[src/rtl/fpmul_pkg.sv]
// fpmul_pkg: FP32 field constants, exception flag type and flag decode shared by the multiplier adapter
package fpmul_pkg;
    localparam int EXP_MSB = 30;
    localparam int EXP_LSB = 23;
    localparam int MAN_MSB = 22;

    typedef struct packed {
        logic nan;
        logic inf;
        logic zero;
    } fp_flags_t;

    function automatic fp_flags_t fp_decode(input logic [31:0] v);
        logic emax;
        logic mnz;
        emax = &v[EXP_MSB:EXP_LSB];
        mnz  = |v[MAN_MSB:0];
        return '{nan: emax & mnz, inf: emax & ~mnz, zero: ~|v[EXP_MSB:0]};
    endfunction
endpackage

[src/rtl/fpmul_res_fifo.sv]
// fpmul_res_fifo: synchronous result FIFO with a registered head entry and occupancy count
// Ports: CLK, RESET (async active-low), push/din write side, pop read side,
//        occ occupancy (one bit wider than the pointers), head oldest entry (registered).
module fpmul_res_fifo
    import fpmul_pkg::*;
#(
    parameter int DEPTH = 8,
    parameter int W     = 36
) (
    input  logic                   CLK,
    input  logic                   RESET,
    input  logic                   push,
    input  logic [W-1:0]           din,
    input  logic                   pop,
    output logic [$clog2(DEPTH):0] occ,
    output logic [W-1:0]           head
);
    localparam int AW = $clog2(DEPTH);
    localparam logic [AW:0] ONE = 1;

    logic [W-1:0]  mem [DEPTH];
    logic [AW-1:0] wptr, rptr, rnext;

    assign rnext = rptr + 1'b1;

    always_ff @(posedge CLK)
        if (push) mem[wptr] <= din;

    // head mirrors mem[rptr]: it takes din when the write lands in the head slot,
    // otherwise the next stored entry on a pop
    always_ff @(posedge CLK or negedge RESET)
        if (!RESET) begin
            wptr <= '0;
            rptr <= '0;
            occ  <= '0;
            head <= '0;
        end else begin
            if (push) wptr <= wptr + 1'b1;
            if (pop) rptr <= rnext;
            occ <= occ + {{AW{1'b0}}, push} - {{AW{1'b0}}, pop};
            if (push && (occ == '0 || (pop && occ == ONE))) head <= din;
            else if (pop && occ > ONE) head <= mem[rnext];
        end
endmodule

[src/rtl/fpmul_stream_adapter.sv]
// fpmul_stream_adapter: valid/ready wrapper around the fixed-latency FP32 multiplier with credit-checked result FIFO
// Ports: CLK, RESET (async active-low); IVAL/IRDY/IA/IB/IID operand input; MACT/MTAG/MA/MB multiplier issue;
//        MRDY/MTAGI/MR multiplier result; OVAL/ORDY/ORES/OID result output; OCNT occupancy; ERR sticky error.
// Define FPMUL_EXC_FLAGS_EN to add OFLG = {nan, inf, zero} stored with each result.
module fpmul_stream_adapter
    import fpmul_pkg::*;
#(
    parameter int DEPTH = 8,
    parameter int LAT   = 3,
    parameter int IDW   = 4
) (
    input  logic                   CLK,
    input  logic                   RESET,
    input  logic                   IVAL,
    output logic                   IRDY,
    input  logic [31:0]            IA,
    input  logic [31:0]            IB,
    input  logic [IDW-1:0]         IID,
    output logic                   MACT,
    output logic                   MTAG,
    output logic [31:0]            MA,
    output logic [31:0]            MB,
    input  logic                   MRDY,
    input  logic                   MTAGI,
    input  logic [31:0]            MR,
    output logic                   OVAL,
    input  logic                   ORDY,
    output logic [31:0]            ORES,
    output logic [IDW-1:0]         OID,
    output logic [$clog2(DEPTH):0] OCNT,
    output logic                   ERR
`ifdef FPMUL_EXC_FLAGS_EN
    ,
    output logic [2:0]             OFLG
`endif
);
    localparam int CW = $clog2(DEPTH) + 1;
    localparam int BW = $clog2(LAT + 2);
    localparam logic [CW:0]   LIM = (CW+1)'(DEPTH);
    localparam logic [BW-1:0] BLK = BW'(LAT + 1);

    typedef struct packed {
        logic [31:0]    res;
        logic [IDW-1:0] id;
`ifdef FPMUL_EXC_FLAGS_EN
        fp_flags_t      flg;
`endif
    } entry_t;

    entry_t         din, head;
    logic [CW-1:0]  infl;
    logic [CW:0]    used;
    logic [BW-1:0]  blank;
    logic [LAT:0]   pv;
    logic [IDW-1:0] pid [LAT+1];
    logic [IDW-1:0] mid;
    logic           acc, rdy, mat, pop, full, push, err_set;

    // credits: every accepted op owns a FIFO slot until it is captured or declared lost
    assign used    = {1'b0, OCNT} + {1'b0, infl};
    assign IRDY    = (blank == '0) && (used < LIM);
    assign acc     = IVAL & IRDY;
    assign rdy     = MRDY & (blank == '0);
    assign mat     = pv[LAT];
    assign OVAL    = OCNT != '0;
    assign pop     = OVAL & ORDY;
    assign full    = OCNT == LIM[CW-1:0];
    assign push    = rdy & mat & ~(full & ~pop);
    assign err_set = (rdy & (~mat | ~MTAGI | (full & ~pop))) | (mat & ~rdy);
    assign MTAG    = MACT;

    assign din.res = MR;
    assign din.id  = pid[LAT];
    assign ORES    = head.res;
    assign OID     = head.id;
`ifdef FPMUL_EXC_FLAGS_EN
    assign din.flg = fp_decode(MR);
    assign OFLG    = head.flg;
`endif

    // pv/pid follow MACT/mid one cycle behind, so pv[LAT] lines up with the MRDY cycle
    always_ff @(posedge CLK or negedge RESET)
        if (!RESET) begin
            MACT  <= 1'b0;
            MA    <= '0;
            MB    <= '0;
            mid   <= '0;
            pv    <= '0;
            for (int i = 0; i <= LAT; i++) pid[i] <= '0;
            infl  <= '0;
            blank <= BLK;
            ERR   <= 1'b0;
        end else begin
            MACT <= acc;
            if (acc) begin
                MA  <= IA;
                MB  <= IB;
                mid <= IID;
            end
            pv     <= {pv[LAT-1:0], MACT};
            pid[0] <= mid;
            for (int i = 1; i <= LAT; i++) pid[i] <= pid[i-1];
            infl <= infl + {{(CW-1){1'b0}}, acc} - {{(CW-1){1'b0}}, mat};
            if (blank != '0) blank <= blank - 1'b1;
            ERR <= ERR | err_set;
        end

    fpmul_res_fifo #(.DEPTH(DEPTH), .W($bits(entry_t))) u_fifo (
        .CLK  (CLK),
        .RESET(RESET),
        .push (push),
        .din  (din),
        .pop  (pop),
        .occ  (OCNT),
        .head (head)
    );
endmodule
[config.mk]
export PLATFORM = sky130hd
export DESIGN_NAME = fpmul_stream_adapter
export DESIGN_NICKNAME = d
export VERILOG_FILES = /design/src/rtl/fpmul_pkg.sv /design/src/rtl/fpmul_res_fifo.sv /design/src/rtl/fpmul_stream_adapter.sv
export SDC_FILE = /design/constraint.sdc
export NUM_CORES = 1
export LEC_CHECK = 0
export ABC_AREA = 1
export CORE_ASPECT_RATIO = 1.25
export CORE_MARGIN = 5
export CORE_UTILIZATION = 60
export DETAILED_ROUTE_END_ITERATION = 10
export HOLD_SLACK_MARGIN = 0.05
export PLACE_DENSITY = 0.85
export REMOVE_ABC_BUFFERS = 1
export SLEW_MARGIN = 20
export SYNTH_ARGS = -nofsm -noshare
export SYNTH_HDL_FRONTEND = slang
export SYNTH_SLANG_ARGS = --single-unit
[constraint.sdc]
create_clock -name CLK -period 10.6 [get_ports CLK]
set_input_delay 2.12 -clock CLK [delete_from_list [all_inputs] [get_ports CLK]]
set_output_delay 2.12 -clock CLK [all_outputs]
set_load 0.02 [all_outputs]
==> key figures, run 1 <==
Global routing
  – Total track usage: 27.1%
  – Largest net degree at the start of global routing: 84
  – Number of global-route vias before repair: 13,800
  – Gr ovfl total: 0
  – Initial antenna violation count: 2
  – First-pass GRT wire length: 70.6 mm

Worst setup path
  – Crit Path Class: input pin to flop
  – Crit path top cell by count: nand2_2
  – Worst R2R End: u_fifo.head[24]
  – R2R Path Start: u_fifo.rptr[0]
  – CP Max Fanout: 38
  – Worst reg-to-reg path cell count: 8
  – Internal reg-to-reg setup slack: 7.14 ns
  – Worst path cell trace: clkdlybuf4s50_1, nand2_2, nand2_2, buf_4, nand2_2, inv_2, nand2_1, nor2_4, buf_16
  – CP peak stage delay: 0.67 ns
  – Req. time, crit path: 10.84 ns
  – Critical path's slowest cell: nor2_4
  – Startpoint types: input pin
  – CP arrival: 4.76 ns
  – Crit. End Element: flop
  – Worst Setup SP: ORDY

Finish
  – Post-route cell area: 0.0220 mm^2
  – Layout Nets: 2,059
  – Register Area: 0.0122 mm^2
  – Area growth from synthesis to final layout: 22.6%
  – Filler Cells Inserted: 1,864
  – Multi-input gate area: 0.00452 mm^2
  – Layout cells sized above 1: 5.64%

Timing
  – Setup TNS: 0 ns
  – Final hold violations: 0
  – RSZ-0062 raised after global routing: false
  – Final setup violation count: 0
  – Final setup skew: 0.0215 ns
  – Worst Tran Pin Value: 1.01 ns
  – Final worst slack: 6.08 ns
  – Fmax: 221 MHz
  – Slew Viols, Final: 0
  – Max_slew headroom: 32.7%
  – Tcrit/Tclk final: 42.7%
  – Worst hold margin: 0.347 ns
  – Min Tclk post-route: 4.52 ns

Floorplan
  – Total I/O pin count: 215
  – Initial Utilization: 61.0%
  – Die area: 0.0335 mm^2
  – Core Rows: 70
  – Die Wd: 165 um
  – Core Area: 0.0294 mm^2
  – Die Y: 203 um

Place
  – Placed cell areas: 0.0205 mm^2
  – # port buffers: 214
  – Setup WS pre-CTS: 5.42 ns
  – Gpl congestion: 0.867
  – Hpwl dp: 27.1 mm

Logic synthesis
  – Number of synthesized register bits: 431
  – Synth Instances: 1,742
  – Yosys cell types: 26
  – Post-Syn Area per Cell: 10.3 um^2
  – Cell Area, Synth: 0.0180 mm^2
  – Sequential share of the synthesized area: 68.1%
  – Yosys warnings: 0

Worst hold path
  – Hold Path Cell Cnt: 0
  – Hold wc startpoint: pid[12]
  – Hold/Removal Path Class: flop to flop
  – Hold Path End: pid[8]

Clocking
  – CTS buffer count: 41
  – Clock buffer depth: 3
  – CTS tree: built
  – Clock Latency Late Sink: 0.55 ns
  – CTS Root Cell: clkbuf_16
  – Post-CTS Resized: 0
  – H-Tree Depth: 2
  – Reg clk slew, reported paths: 0.06 ns
  – Postcts setup bufs: 0
  – CTS hold repair buffers: 0
  – Clk sinks: 431

Power
  – Total power: 6.39 mW
  – Pwr/cell area: 290 mW/mm^2
  – Static leakage: 9.70 nW
  – VDD IR max: 208 uV

Route
  – DR WL/cell: 19.2 um
  – DR vias: 13,100
  – DRT Wirelength: 45.4 mm
  – DR vias/cell: 5.55
  – DR DRC count: 0
  – 1st-iter DRT viols: 1,319
  – Drt first pass iters: 8
  – Post-DRT Antenna Nets: 0

Run status
  – Outcome: finished, final reports clean

Job
  – Max Cap Viol: 0
[layout make-up]
| class | count | area share [%] |
|---|---|---|
| Clock inverter | 15 | 0.602 |
| Multi-Input combinational cell | 979 | 20.5 |
| Clock buffer | 61 | 5.51 |
| Sequential cell | 431 | 55.5 |
| Inverter | 245 | 4.19 |
| Timing Repair Buffer | 236 | 11.4 |
| Antenna cell | 1 | 0.0114 |
| Tap cell | 396 | 2.25 |
[synthesized netlist by cell type]
cell / n / area share [%]
nand2_1: 591 / 12
nand3_1: 292 / 8.1
edfxtp_1: 288 / 48
inv_1: 239 / 5.0
dfrtp_1: 142 / 20
clkbuf_1: 47 / 0.98
nand4_1: 37 / 1.3
buf_2: 34 / 0.95
ha_1: 17 / 1.2
nor2_1: 14 / 0.29
inv_2: 6 / 0.13
buf_4: 5 / 0.21
nand2_2: 5 / 0.17
o21ai_0: 4 / 0.11
xnor2_1: 4 / 0.20
xor2_1: 4 / 0.20
a21oi_1: 2 / 0.056
fa_1: 2 / 0.22
nor2_4: 2 / 0.13
buf_1: 1 / 0.021
dfstp_2: 1 / 0.15
nand3_2: 1 / 0.056
nor3b_1: 1 / 0.042
or2_1: 1 / 0.035
xnor2_2: 1 / 0.091
xor2_2: 1 / 0.091
[logic make-up (layout without fill, tap and decap cells)]
family / Yosys count / in the layout / share of synthesized area (%)
AO/OA/AOI/OAI: 6 / 6 / 0.167
XOR/XNOR: 10 / 10 / 0.571
adder cells (fa/ha/maj): 19 / 19 / 1.41
buffers and inverters: 332 / 557 / 7.28
flip-flops: 431 / 431 / 68.1
other: 0 / 1 / 0
AND/OR/NAND/NOR: 944 / 944 / 22.5
[power by group]
part	switching, mW	internal [mW]	total, mW	leakage [nW]
Combinational	1.64	0.947	2.59	4.68
Sequential	0.235	2.11	2.34	4.36
Clock	0.617	0.846	1.46	0.654
Total	2.49	3.90	6.39	9.70
[worst max path at each step]
stage                     slack, ns                end  cells past startpoint
after floorplan                4.76   u_fifo.mem[0][0]                      5
after global placement         5.48  u_fifo.mem[5][30]                      8
after detailed placement       5.42  u_fifo.mem[6][29]                      7
after CTS                      5.91  u_fifo.mem[6][30]                      7
after global routing           5.94  u_fifo.mem[5][12]                      9
final                          6.08  u_fifo.mem[5][13]                      9
[per-stage QoR]
step / cells / util (%)
floorplan: 1655 / -
global placement: 2276 / 69.3
finish: 2364 / 74.9
detailed placement: 2280 / 69.6
global route: 2364 / 74.9
CTS: 2356 / 74.2
[routing by layer]
| metal | GRT usage, % | wire, um | vias to the layer above |
|---|---|---|---|
| met1 | 31.8 | 15700 | 6187 |
| li1 | - | - | 6023 |
| met5 | 0 | 0 | - |
| met2 | 45.5 | 22700 | 792 |
| met3 | 8.51 | 5300 | 118 |
| met4 | 12.4 | 1620 | 0 |
[cell usage in the layout (no fill, tap or decap), types with 6 or more instances in the layout]
cell	count
buf_16	9
buf_4	11
clkbuf_1	12
clkbuf_16	44
clkdlybuf4s50_1	213
dfrtp_1	141
edfxtp_1	288
ha_1	16
inv_1	239
nand2_1	590
nand2_2	6
nand3_1	292
nand4_1	37
nor2_4	11
[sequential cells by signal (all words and copies together) (netlist names), 4 cells and up]
register     count
infl             4
pv               4
MA              32
u_fifo.mem     288
u_fifo.occ       4
din              4
pid             12
mid              4
MB              32
u_fifo.head     36
[worst max-delay path, delay by kind of cell]
kind	cells	cell delay, ns
AND/OR/NAND/NOR	5	1.29
buffers and inverters	4	1.32
Power figures use the tool's default switching activity.
==> inputs of run 2 (changes only) <==
--- a/config.mk
+++ b/config.mk
@@ -8,10 +8,10 @@
 export ABC_AREA = 1
 export CORE_ASPECT_RATIO = 1.25
 export CORE_MARGIN = 5
-export CORE_UTILIZATION = 60
+export CORE_UTILIZATION = 50
 export DETAILED_ROUTE_END_ITERATION = 10
 export HOLD_SLACK_MARGIN = 0.05
-export PLACE_DENSITY = 0.85
+export PLACE_DENSITY = 0.76
 export REMOVE_ABC_BUFFERS = 1
 export SLEW_MARGIN = 20
 export SYNTH_ARGS = -nofsm -noshare
==> constraint.sdc (replaced) <==
create_clock -name CLK -period 3.7 [get_ports CLK]
set_input_delay 0.74 -clock CLK [delete_from_list [all_inputs] [get_ports CLK]]
set_output_delay 0.74 -clock CLK [all_outputs]
set_load 0.02 [all_outputs]
==> run 2 against run 1 <==
Die area up 19%. Largest power group unchanged. Routed wire length down 4.4%. Largest cell class unchanged. Global-route usage down 5.6 points. Clock-buffer cell count down 4. Design area up 0.47%. First-iteration DRC count down 19%. Via count down 3.0%. Total power rose to 2.9 times the previous value. Register-to-register slack worse by 6.0 ns. Worst setup slack worse by 5.4 ns. Worst hold slack worse by 0.13 ns.
==> key figures, run 2 (synthesis results as in run 1) <==
Run status
  – Outcome: finished, final reports clean

Worst setup path
  – Startpoint types: flop
  – Crit path top cell by count: inv_1
  – R2R Path Start: blank[0]
  – Worst R2R End: u_fifo.mem[1][35]
  – CP arrival: 2.25 ns
  – Internal reg-to-reg setup slack: 1.14 ns
  – Crit path capture: IRDY
  – Req. time, crit path: 2.96 ns
  – Crit. End Element: output port
  – Worst reg-to-reg path cell count: 11
  – Worst path cell trace: inv_1, ha_1, inv_1, nor2_4, inv_2, nor2_1, nand2_1, inv_1, clkdlybuf4s50_1
  – Crit Path Class: flop to output port
  – CP Max Fanout: 6
  – Critical path's slowest cell: clkdlybuf4s50_1
  – Worst Setup SP: blank[0]
  – CP peak stage delay: 0.60 ns

Power
  – VDD IR max: 460 uV
  – Comb power frac: 40.0%
  – Internal power: 11.5 mW
  – Net Sw Frac: 37.8%
  – Switch Pwr: 6.97 mW
  – Sequential power share: 35.7%
  – Static leakage: 9.74 nW
  – Clock power frac: 24.3%
  – Pwr/cell area: 833 mW/mm^2

Clocking
  – Clk sinks: 431
  – CTS Root Cell: clkbuf_16
  – Post-CTS Resized: 0
  – CTS buffer count: 43
  – CTS tree: built
  – Clock Latency Late Sink: 0.55 ns
  – Clock buffer depth: 3
  – H-Tree Depth: 2
  – CTS hold repair buffers: 0
  – Reg clk slew, reported paths: 0.06 ns
  – Postcts setup bufs: 0

Finish
  – Max FFs per register: 288
  – Area growth from synthesis to final layout: 23.2%
  – Leading cell types in the layout, fill and taps excluded: nand2_1, nand3_1, edfxtp_1, inv_1, clkdlybuf4s50_1
  – Layout Nets: 2,065
  – Commonest non-fill, non-tap cell in the layout: nand2_1
  – Layout cells sized above 1: 6.08%
  – Register Area: 0.0122 mm^2
  – Reg with most FFs: u_fifo.mem
  – Antenna Cells: 0
  – Multi-input gate area: 0.00453 mm^2
  – Filler Cells Inserted: 2,842
  – Biggest registers after layout: u_fifo.mem: 288 flops, u_fifo.head: 36 flops

Floorplan
  – Core Rows: 77
  – Total I/O pin count: 215
  – Core Area: 0.0355 mm^2
  – Die area: 0.0398 mm^2
  – Die Y: 222 um
  – Die Wd: 180 um
  – Initial Utilization: 50.7%

Global routing
  – Largest net degree at the start of global routing: 88
  – Gr ovfl total: 0
  – Total track usage: 21.5%
  – Initial antenna violation count: 0
  – Number of global-route vias before repair: 13,300
  – First-pass GRT wire length: 69.7 mm

Timing
  – Final setup skew: 0.0179 ns
  – Final worst slack: 0.706 ns
  – RSZ-0062 raised after global routing: false
  – Final setup violation count: 0
  – Setup TNS: 0 ns
  – Slew Viols, Final: 0
  – Max_slew headroom: 37.3%
  – Min Tclk post-route: 2.99 ns
  – Tcrit/Tclk final: 80.9%
  – Fmax: 334 MHz
  – Worst Tran Pin Value: 0.940 ns
  – Final hold violations: 0

Route
  – DR DRC count: 0
  – DRT Wirelength: 43.4 mm
  – DR WL/cell: 17.7 um
  – DR vias: 12,700
  – Post-DRT Antenna Nets: 0
  – Drt first pass iters: 5
  – DR vias/cell: 5.20
  – 1st-iter DRT viols: 1,070

Place
  – Setup WS pre-CTS: 0.729 ns
  – Gpl congestion: 0.782
  – Hpwl dp: 25.7 mm
  – # port buffers: 214

Job
  – Max Cap Viol: 0

Worst hold path
  – Hold/Removal Path Class: input pin to asynchronous set/reset pin
[run 2: through the flow]
step / power (mW) / hold WS [ns] / util (%) / instances / cell area (um^2)
floorplan: 11.0 / 0.331 / - / 1655 / 17600
global placement: 13.8 / 0.336 / 58.3 / 2369 / 20700
detailed placement: 14.0 / 0.335 / 58.3 / 2369 / 20700
CTS: 18.6 / 0.250 / 62.4 / 2447 / 22100
global route: 19.5 / 0.275 / 62.4 / 2447 / 22100
finish: 18.4 / 0.218 / 62.4 / 2447 / 22100
[run 2: final cells by class]
type / count / area share (%)
Clock inverter: 21 / 1.15
Timing Repair Buffer: 240 / 10.8
Tap cell: 474 / 2.68
Sequential cell: 431 / 55.3
Clock buffer: 57 / 5.42
Multi-Input combinational cell: 979 / 20.5
Inverter: 245 / 4.17
[run 2: worst max-delay path, delay by kind of cell, from the launching register on]
kind                       cells  cell delay, ns
adders and majority gates      1            0.17
DFF                            1            0.36
and+or+nand+nor                3            0.30
buffers and inverters          5            0.89
[run 2: worst min-delay path by stage]
stage / slack [ns] / to / depth (start not counted) / start
final: 0.22 / MACT / 1 / RESET
after global placement: 0.34 / pid[11] / 0 / pid[15]
after detailed placement: 0.33 / din[2] / 0 / pid[6]
after global routing: 0.27 / MA[21] / 1 / RESET
after CTS: 0.25 / din[2] / 1 / RESET
after floorplan: 0.33 / din[0] / 0 / pid[4]
[run 2: metal layers]
metal  up-vias  wire, um  track usage [%]
met3        76      3610             5.79
met1      6097     16500             25.5
met4         0       877             6.47
met5         -         0                0
li1       6029         -                -
met2       518     22400             38.2
[run 2: power groups by stage]
stage / clock network [mW] / logic, mW / registers [mW]
CTS: 4.56 / 7.44 / 6.59
global route: 4.76 / 8.11 / 6.68
finish: 4.49 / 7.37 / 6.57
detailed placement: 0 / 7.37 / 6.66
global placement: 0 / 7.17 / 6.63
floorplan: 0 / 3.63 / 7.33
